--- config.mk ---
export PLATFORM = sky130hd
export DESIGN_NAME = display_one_digit
export DESIGN_NICKNAME = d
export VERILOG_FILES = /design/src/rtl/display_one_digit.sv
export SDC_FILE = /design/constraint.sdc
export NUM_CORES = 1
export LEC_CHECK = 0
export ABC_AREA = 1
export BUFFER_PORTS_ARGS = -buffer_cell sky130_fd_sc_hd__buf_2
export CELL_PAD_IN_SITES_DETAIL_PLACEMENT = 1
export CELL_PAD_IN_SITES_GLOBAL_PLACEMENT = 1
export CORE_MARGIN = 1
export CORE_UTILIZATION = 35
export DETAILED_ROUTE_END_ITERATION = 10
export HOLD_SLACK_MARGIN = 0.02
export PLACE_DENSITY = 0.81
export SLEW_MARGIN = 15
export SYNTH_ARGS = -nofsm -noshare
export SYNTH_HDL_FRONTEND = slang
export SYNTH_SLANG_ARGS = --single-unit
--- constraint.sdc ---
create_clock -name clock -period 3.25 [get_ports clock]
set_clock_uncertainty 0.1 [all_clocks]
set_input_delay 0.8125 -clock clock [delete_from_list [all_inputs] [get_ports clock]]
set_output_delay 0.8125 -clock clock [all_outputs]
set_load 0.005 [all_outputs]
--- src/rtl/display_one_digit.sv ---
// Registered single-digit 7-segment driver.
// Decodes a 4-bit value into an abcdefg pattern with blanking, lamp test,
// optional hex glyphs and selectable output polarity; one cycle of latency.
module display_one_digit #(
  parameter bit ACTIVE_LOW = 1'b1,
  parameter bit HEX_EN     = 1'b1
) (
  input  logic       clock,
  input  logic       reset,
  input  logic [3:0] x,
  input  logic       blank,
  input  logic       lamp_test,
  output logic [6:0] z
);

  // Fully lit and fully dark patterns at the output polarity.
  localparam logic [6:0] ALL_OFF = ACTIVE_LOW ? 7'b111_1111 : 7'b000_0000;

  logic [6:0] seg_hi;   // active-high glyph for x
  logic [6:0] pattern;  // active-high pattern after lamp test / blanking
  logic [6:0] z_next;   // pattern at output polarity

  // Active-high glyph lookup; hex codes collapse to dark when disabled.
  always_comb begin
    seg_hi = '0;
    unique case (x)
      4'h0: seg_hi = 7'b111_1110;
      4'h1: seg_hi = 7'b011_0000;
      4'h2: seg_hi = 7'b110_1101;
      4'h3: seg_hi = 7'b111_1001;
      4'h4: seg_hi = 7'b011_0011;
      4'h5: seg_hi = 7'b101_1011;
      4'h6: seg_hi = 7'b101_1111;
      4'h7: seg_hi = 7'b111_0000;
      4'h8: seg_hi = 7'b111_1111;
      4'h9: seg_hi = 7'b111_1011;
      4'hA: seg_hi = HEX_EN ? 7'b111_0111 : 7'b000_0000;
      4'hB: seg_hi = HEX_EN ? 7'b001_1111 : 7'b000_0000;
      4'hC: seg_hi = HEX_EN ? 7'b100_1110 : 7'b000_0000;
      4'hD: seg_hi = HEX_EN ? 7'b011_1101 : 7'b000_0000;
      4'hE: seg_hi = HEX_EN ? 7'b100_1111 : 7'b000_0000;
      4'hF: seg_hi = HEX_EN ? 7'b100_0111 : 7'b000_0000;
      default: seg_hi = '0;
    endcase
  end

  // Lamp test beats blanking, blanking beats decode; then apply polarity.
  always_comb begin
    pattern = seg_hi;
    if (lamp_test) begin
      pattern = '1;
    end else if (blank) begin
      pattern = '0;
    end
    z_next = ACTIVE_LOW ? ~pattern : pattern;
  end

  // Output register; synchronous reset forces all segments dark.
  always_ff @(posedge clock) begin
    if (reset) begin
      z <= ALL_OFF;
    end else begin
      z <= z_next;
    end
  end

endmodule

==> impl_metrics.env, run 1 <==
export IMPL_synthXorXnorAreaFrac=0
export IMPL_core_area_sq_um=1320
export IMPL_grt_use_total=0.167
export IMPL_cts_hold_buffers=0
export IMPL_status="finished clean"
export IMPL_initial_core_util=0.379
export IMPL_drc_errors=0
export IMPL_largest_reg_flops=7
export IMPL_synth_seq_area_share=0.281
export IMPL_die_h_um=39.8
export IMPL_synth_simple_area_share=0.434
export IMPL_fin_crit_sh=0.513
export IMPL_required_ns=3.28
export IMPL_synth_top_area_share=0.281
export IMPL_powerDensity_nw_per_um2=373
export IMPL_synthAdderAreaFrac=0.150
export IMPL_viasPerCell=4.73
export IMPL_finish_instance_area_sq_um=596
export IMPL_h_tree_depth=1
export IMPL_antennaDiodeCount=0
export IMPL_crit_path_end_kind="register"
export IMPL_power_uw=222
export IMPL_synth_warnings=0
export IMPL_routabilityCongestion=0.861
export IMPL_hold_viol=0
export IMPL_path_clk_slew_ns=0.05
export IMPL_area_growth_pct=19.3
export IMPL_crit_type="in -> reg"
export IMPL_cp_arrival_ns=1.70
export IMPL_synth_compound_area_frac=0
export IMPL_first_pass_iters=4
export IMPL_period_needed_ns=1.67
export IMPL_syn_avg_cell_area_sq_um=6.66
export IMPL_rows=13
export IMPL_yosys_area_top_type="dfxtp_1"
export IMPL_wl_mm=1.06
export IMPL_largestRegisters="z: 7 flops"
export IMPL_largest_register="z"
export IMPL_cts_tree="yes"
export IMPL_cap_violations=0
export IMPL_drtAntennaViolNets=0
export IMPL_cts_buffers=3
export IMPL_ys_ff_latch=7
export IMPL_die_w_um=39.8
export IMPL_vias=501
export IMPL_first_global_vias=458
export IMPL_peakVddDrop_v=0.000215
export IMPL_layout_nets=106
export IMPL_post_dp_cell_area_sq_um=569
export IMPL_grt_max_degree=10
export IMPL_setup_violations=0
export IMPL_start_kind="input pin"
export IMPL_holdCritPathClass="in -> reg"
export IMPL_ctsResizeCount=0
export IMPL_ctsLongestPathBuffers=2
export IMPL_max_freq_mhz=600
export IMPL_critPathMaxFanout=5
export IMPL_synthTopCellsByArea="dfxtp_1 (28%), nand2_1 (21%), nand3_1 (18%)"
export IMPL_yosys_cell_types_count=12
export IMPL_slew_headroom=0.856
export IMPL_synth_mux_area_frac=0
export IMPL_cts_sinks=7
export IMPL_leakage_nw=0.341
export IMPL_grt_pass1_wl_mm=1.75
export IMPL_dpl_hpwl_um=844
export IMPL_synth_fp_nets=89
export IMPL_root_buffer="clkbuf_4"
export IMPL_syn_inst=75
export IMPL_grt_antenna_before_repair=0
export IMPL_portBuffers=14
export IMPL_crit_start="x[1]"
export IMPL_post_cts_setup_buffer_count=0
export IMPL_synth_area_sq_um=499
export IMPL_drt_iter0_drc=9
export IMPL_drive_above_1_share=0.264
export IMPL_die_area_sq_um=1580
export IMPL_synth_top_family_by_area="simple AND/OR/NAND/NOR gates"
export IMPL_ioPinCount=15
export IMPL_tightest_slew_ns=0.216
export IMPL_rsz0062_at_grt="false"
export IMPL_grt_ovfl_total=0
export IMPL_wire_per_inst_um=10.0
export IMPL_setup_tns_ns=0
export IMPL_final_util=0.452
export IMPL_drv_slew=0
export IMPL_hold_start="reset"
==> power breakdown <==
group	internal, mW	total, mW	switching (mW)
logic	0.0204	0.0519	0.0315
registers	0.0923	0.0935	0.00118
clock network	0.0467	0.0769	0.0301
total	0.159	0.222	0.0628
==> cells by family (layout without fill, tap and decap cells) <==
kind of cell	after synthesis	in the layout
AND/OR/NAND/NOR	49	49
buffers and inverters	13	29
flip-flops	7	7
adder cells (fa/ha/maj)	6	6
==> layout make-up <==
cell class | instances | area [sq um]
inverter | 11 | 48.8
tap | 15 | 18.8
multi-input combinational | 55 | 292
timing repair buffer | 14 | 70.1
fill | 192 | 722
sequential | 7 | 140
clock buffer | 4 | 26.3
==> worst paths after layout <==
path / slack (ns) / end / depth (start not counted)
hold / removal: 0.73 / z[5]$_SDFF_PP1_ / 3
setup / recovery: 1.58 / z[6]$_SDFF_PP1_ / 9
==> per-layer routing <==
metal / global-route usage / vias to the layer above / wire, um
met5: 0 / - / 0
met4: 0 / 0 / 0
met3: 0.0852 / 0 / 44
met2: 0.303 / 13 / 506
met1: 0.181 / 222 / 511
li1: - / 266 / -
==> layout by cell type (no fill, tap or decap) <==
cell type  count
ha_1           6
dfxtp_1        7
nand3_1       18
clkbuf_4       3
nand2_4        1
nand2_1       28
inv_8          1
inv_2          4
nand2_2        1
inv_1          6
nor2_1         1
buf_2         14
clkbuf_1       1
==> worst max-delay path, stage by stage <==
cell,delay (ns)
buf_2,0.12
inv_1,0.09
ha_1,0.26
inv_1,0.09
nand2_1,0.05
nand3_1,0.08
nand3_1,0.08
nand2_1,0.06
nand2_1,0.05
==> metrics by stage <==
| step | setup WS [ns] | hold slack [ns] | instances |
|---|---|---|---|
| 5_1_grt | 1.44 | 0.748 | 106 |
| 4_1_cts | 1.58 | 0.732 | 106 |
| 2_1_floorplan | 1.56 | 0.875 | 75 |
| 3_3_place_gp | 1.33 | 0.989 | 102 |
| 6_report | 1.58 | 0.731 | 106 |
| 3_5_place_dp | 1.32 | 0.990 | 102 |
==> synth_stat cells, drive strengths merged <==
| library cell | instances |
|---|---|
| nand3 | 18 |
| nand2 | 30 |
| inv | 11 |
| dfxtp | 7 |
| ha | 6 |
| nor2 | 1 |
| buf | 2 |
Note: power is estimated with default switching activity, not from simulation.
==> run 2, diff against run 1 <==
Settings changed: ABC_AREA 1 to 0, CORE_UTILIZATION 35 to 33, PLACE_DENSITY 0.81 to 0.74.
Clock period 3.25 ns to 1.64 ns, I/O delays scaled along.
==> run 2 against run 1 <==
Cell area fell by 2.9%; cell count decreased by 19%; critical path type unchanged; combinational power grew 89%; flip-flop and latch count unchanged; worst setup slack got worse by 1.3 ns.
==> impl_metrics.env, run 2 <==
export IMPL_setup_violations=0
export IMPL_synth_area_sq_um=459
export IMPL_die_h_um=39.3
export IMPL_vias=439
export IMPL_synth_seq_area_share=0.305
export IMPL_crit_type="in -> reg"
export IMPL_antennaDiodeCount=0
export IMPL_drive_above_1_share=0.352
export IMPL_grt_max_degree=14
export IMPL_largest_register="z"
export IMPL_largest_reg_flops=7
export IMPL_final_util=0.444
export IMPL_first_global_vias=419
export IMPL_root_buffer="clkbuf_4"
export IMPL_rsz0062_at_grt="false"
export IMPL_leakage_nw=0.268
export IMPL_ioPinCount=15
export IMPL_cap_violations=0
export IMPL_path_clk_slew_ns=0.05
export IMPL_ctsResizeCount=0
export IMPL_cts_buffers=3
export IMPL_grt_antenna_before_repair=0
export IMPL_synth_most_common_cell="dfxtp_1"
export IMPL_required_ns=1.68
export IMPL_ys_ff_latch=7
export IMPL_dpl_hpwl_um=863
export IMPL_cpLargestDelayFamily="compound AO/OA/AOI/OAI gates"
export IMPL_synth_warnings=0
export IMPL_post_cts_setup_buffer_count=0
export IMPL_initial_core_util=0.353
export IMPL_yosys_area_top_type="dfxtp_1"
export IMPL_power_uw=440
export IMPL_core_area_sq_um=1300
export IMPL_synth_fp_nets=66
export IMPL_synth_edf_count=0
export IMPL_wire_per_inst_um=12.5
export IMPL_crit_path_cell_trace="buf_2 -> inv_1 -> ha_1 -> nand2b_1 -> o21ai_1 -> a311o_1"
export IMPL_grt_use_total=0.181
export IMPL_fin_crit_sh=0.819
export IMPL_routabilityCongestion=0.824
export IMPL_cts_tree="yes"
export IMPL_powerDensity_nw_per_um2=762
export IMPL_cpMaxStageDelayCell="a311o_1"
export IMPL_cts_hold_buffers=0
export IMPL_yosys_cell_types_count=24
export IMPL_crit_path_end_kind="register"
export IMPL_drc_errors=0
export IMPL_ys_dominant_reg_cell="dfxtp_1"
export IMPL_syn_inst=52
export IMPL_synthArstFlopShare=0
export IMPL_rows=13
export IMPL_h_tree_depth=1
export IMPL_first_pass_iters=4
export IMPL_grt_ovfl_total=0
export IMPL_tightest_slew_ns=0.339
export IMPL_grt_pass1_wl_mm=1.86
export IMPL_start_kind="input pin"
export IMPL_cpPeakStageDelay_ns=0.34
export IMPL_holdCritPathClass="in -> reg"
export IMPL_synth_top_area_share=0.305
export IMPL_slew_headroom=0.772
export IMPL_critPathMaxFanout=5
export IMPL_layout_commonest_cell="buf_2"
export IMPL_drv_slew=0
export IMPL_period_needed_ns=1.34
export IMPL_max_freq_mhz=744
export IMPL_die_w_um=39.3
export IMPL_setup_tns_ns=0
export IMPL_final_cell_mix="buf_2 (14), dfxtp_1 (7), ha_1 (6), inv_1 (5), o21ai_0 (5)"
export IMPL_peakVddDrop_v=0.000299
export IMPL_ctsLongestPathBuffers=2
export IMPL_path_buf_inv=2
export IMPL_portBuffers=14
export IMPL_hold_viol=0
export IMPL_cts_sinks=7
export IMPL_die_area_sq_um=1540
export IMPL_viasPerCell=5.10
export IMPL_synthTopCellsByArea="dfxtp_1 (31%), ha_1 (16%), a31o_2 (5.7%)"
export IMPL_layout_nets=86
export IMPL_synth_commonest_cells="dfxtp_1 (7), ha_1 (6), inv_1 (5), o21ai_0 (5)"
export IMPL_cp_arrival_ns=1.38
export IMPL_largestRegisters="z: 7 flops"
export IMPL_status="finished clean"
export IMPL_area_growth_pct=25.9
export IMPL_drt_iter0_drc=6
export IMPL_wl_mm=1.08
export IMPL_syn_avg_cell_area_sq_um=8.83
export IMPL_drtAntennaViolNets=0
-- run 2: final cells by class --
class,instances,area [sq um]
timing repair buffer,16,85.1
fill,173,723
sequential,7,140
clock buffer,4,26.3
inverter,5,18.8
multi-input combinational,39,289
tap,15,18.8
-- run 2: path summary, 6_finish.rpt --
path  start              end  slack [ns]  cells after the start
min    x[2]  z[5]$_SDFF_PP1_        0.37                      2
max    x[0]  z[5]$_SDFF_PP1_        0.30                      6
-- run 2: cells by family (layout without fill, tap and decap cells) --
group,after synthesis,in the layout,share of synthesized area
compound gates,18,18,0.286
fa+ha+maj,6,6,0.163
buf+inv,6,25,0.0654
flops,7,7,0.305
simple gates,15,15,0.180
-- run 2: power by group --
| part | switching (mW) | internal, mW |
|---|---|---|
| clock | 0.0628 | 0.0928 |
| sequential | 0.00251 | 0.184 |
| combinational | 0.0519 | 0.0460 |
-- run 2: through the flow --
step | instances | hold slack, ns | setup slack [ns] | cell area, sq um
2_1_floorplan | 52 | 0.409 | 0.218 | 459
3_3_place_gp | 82 | 0.618 | 0.0811 | 552
3_5_place_dp | 82 | 0.627 | 0.0262 | 552
4_1_cts | 86 | 0.366 | 0.291 | 578
5_1_grt | 86 | 0.385 | 0.249 | 578
6_report | 86 | 0.369 | 0.296 | 578
-- run 2: metal layers --
| layer | part of all wire | global-route usage | up-vias |
|---|---|---|---|
| met3 | 0.054 | 0.0341 | 0 |
| met5 | 0 | 0 | - |
| met1 | 0.48 | 0.238 | 200 |
| met4 | 0 | 0.103 | 0 |
| li1 | - | - | 224 |
| met2 | 0.47 | 0.271 | 15 |
==> run 3, diff against run 2 <==
Settings changed: ABC_AREA 0 to 1, CORE_UTILIZATION 33 to 32, PLACE_DENSITY 0.74 to 0.75.
Clock period 1.64 ns to 1.3 ns, I/O delays scaled along.
==> run 3 against run 2 <==
First-iteration DRC count decreased by 67%; power is 28% higher; non-clock buffer count stayed put; global-route usage shrank 2.2 points; combinational power rose by 38%; highest routed layer unchanged; core utilization is 0.26 points lower; worst setup slack got worse by 0.17 ns; count of clock-buffer cells in the layout did not move; via count rose by 14%; die area rose by 11%; sequential power is 25% higher; largest cell class unchanged.
==> impl_metrics.env, run 3 (synthesis results as in run 1) <==
export IMPL_status="finished clean"
export IMPL_final_util=0.442
export IMPL_max_freq_mhz=849
export IMPL_die_area_sq_um=1720
export IMPL_viasPerCell=4.65
export IMPL_core_area_sq_um=1380
export IMPL_layout_commonest_cell="nand2_1"
export IMPL_crit_cells=9
export IMPL_largestRegisters="z: 7 flops"
export IMPL_routabilityCongestion=0.817
export IMPL_grt_antenna_before_repair=0
export IMPL_holdCritPathClass="in -> reg"
export IMPL_initial_core_util=0.361
export IMPL_largest_reg_flops=7
export IMPL_largest_register="z"
export IMPL_first_global_vias=520
export IMPL_timing_final_ws_setup_ns=0.122
export IMPL_wl_mm=1.15
export IMPL_fin_crit_sh=0.906
export IMPL_path_clk_slew_ns=0.05
export IMPL_rows=13
export IMPL_cts_sinks=7
export IMPL_hold_start="reset"
export IMPL_powerDensity_nw_per_um2=926
export IMPL_cpPeakStageDelay_ns=0.31
export IMPL_portBuffers=14
export IMPL_period_needed_ns=1.18
export IMPL_drt_iter0_drc=2
export IMPL_crit_path_end_kind="register"
export IMPL_cts_buffers=3
export IMPL_final_cell_mix="nand2_1 (28), nand3_1 (18), buf_2 (14), dfxtp_1 (7)"
export IMPL_cts_hold_buffers=0
export IMPL_cpLargestDelayFamily="simple AND/OR/NAND/NOR gates"
export IMPL_post_cts_setup_buffer_count=0
export IMPL_cp_arrival_ns=1.28
export IMPL_ctsResizeCount=0
export IMPL_ioPinCount=15
export IMPL_antennaDiodeCount=0
export IMPL_cts_tree="yes"
export IMPL_critPathMaxFanout=4
export IMPL_first_pass_iters=3
export IMPL_crit_type="in -> reg"
export IMPL_wire_per_inst_um=10.7
export IMPL_layout_nets=108
export IMPL_grt_pass1_wl_mm=2.10
export IMPL_grt_max_degree=10
export IMPL_area_growth_pct=22.3
export IMPL_drive_above_1_share=0.280
export IMPL_peakVddDrop_v=0.000541
export IMPL_hold_path_cell_count=3
export IMPL_worst_hold_slack_ns=0.246
export IMPL_grt_use_total=0.159
export IMPL_min_to="z[3]$_SDFF_PP1_"
export IMPL_grt_ovfl_total=0
export IMPL_slew_headroom=0.838
export IMPL_die_h_um=41.5
export IMPL_drc_errors=0
export IMPL_ctsLongestPathBuffers=2
export IMPL_die_w_um=41.5
export IMPL_crit_top_cell="nand2_1"
export IMPL_path_buf_inv=3
export IMPL_required_ns=1.40
export IMPL_cap_violations=0
export IMPL_setup_violations=0
export IMPL_leakage_nw=0.351
export IMPL_cpMaxStageDelayCell="ha_1"
export IMPL_dpl_hpwl_um=923
export IMPL_rsz0062_at_grt="false"
export IMPL_start_kind="input pin"
export IMPL_tightest_slew_ns=0.243
export IMPL_h_tree_depth=1
export IMPL_root_buffer="clkbuf_4"
export IMPL_drtAntennaViolNets=0
export IMPL_hold_viol=0
export IMPL_dp_slack_ns=-0.152
export IMPL_crit_path_cell_trace="buf_2 -> inv_1 -> ha_1 -> inv_1 -> nand2_1 -> nand3_1 -> nand3_1 -> nand2_1 -> nand2_1"
export IMPL_drv_slew=0
export IMPL_vias=502
-- run 3: power breakdown --
part | total (mW) | switching (mW) | internal [mW] | leakage [nW]
clock | 0.196 | 0.0792 | 0.117 | 0.0150
sequential | 0.234 | 0.00313 | 0.231 | 0.0588
combinational | 0.135 | 0.0801 | 0.0547 | 0.277
total | 0.565 | 0.162 | 0.403 | 0.351
-- run 3: how the worst max path moves through the flow --
stage / slack [ns] / end / startpoint
6_report: 0.12 / z[6]$_SDFF_PP1_ / x[1]
5_1_grt: 0.03 / z[3]$_SDFF_PP1_ / x[0]
4_1_cts: 0.12 / z[3]$_SDFF_PP1_ / x[0]
3_5_place_dp: -0.15 / z[6]$_SDFF_PP1_ / x[1]
3_3_place_gp: -0.12 / z[6]$_SDFF_PP1_ / x[1]
2_1_floorplan: 0.1 / z[3]$_SDFF_PP1_ / x[0]
-- run 3: stage by stage --
stage / TNS (ns) / total power [mW] / std cells / instance area, sq um
detailed placement: -0.649 / 0.375 / 104 / 584
finish: 0 / 0.565 / 108 / 611
CTS: 0 / 0.579 / 108 / 611
floorplan: 0 / 0.329 / 75 / 499
global route: 0 / 0.616 / 108 / 611
global placement: -0.449 / 0.372 / 104 / 584
-- run 3: final cells by class --
class / instances / area (sq um)
Inverter: 11 / 48.8
Tap cell: 15 / 18.8
Sequential cell: 7 / 140
Fill cell: 196 / 772
Multi-Input combinational cell: 55 / 292
Clock buffer: 4 / 26.3
Timing Repair Buffer: 16 / 85.1
-- run 3: routing by layer --
metal | track usage | vias up | part of all wire
met1 | 0.187 | 225 | 0.48
met2 | 0.256 | 10 | 0.48
li1 | - | 267 | -
met5 | 0 | - | 0
met4 | 0.0387 | 0 | 0
met3 | 0.0783 | 0 | 0.042
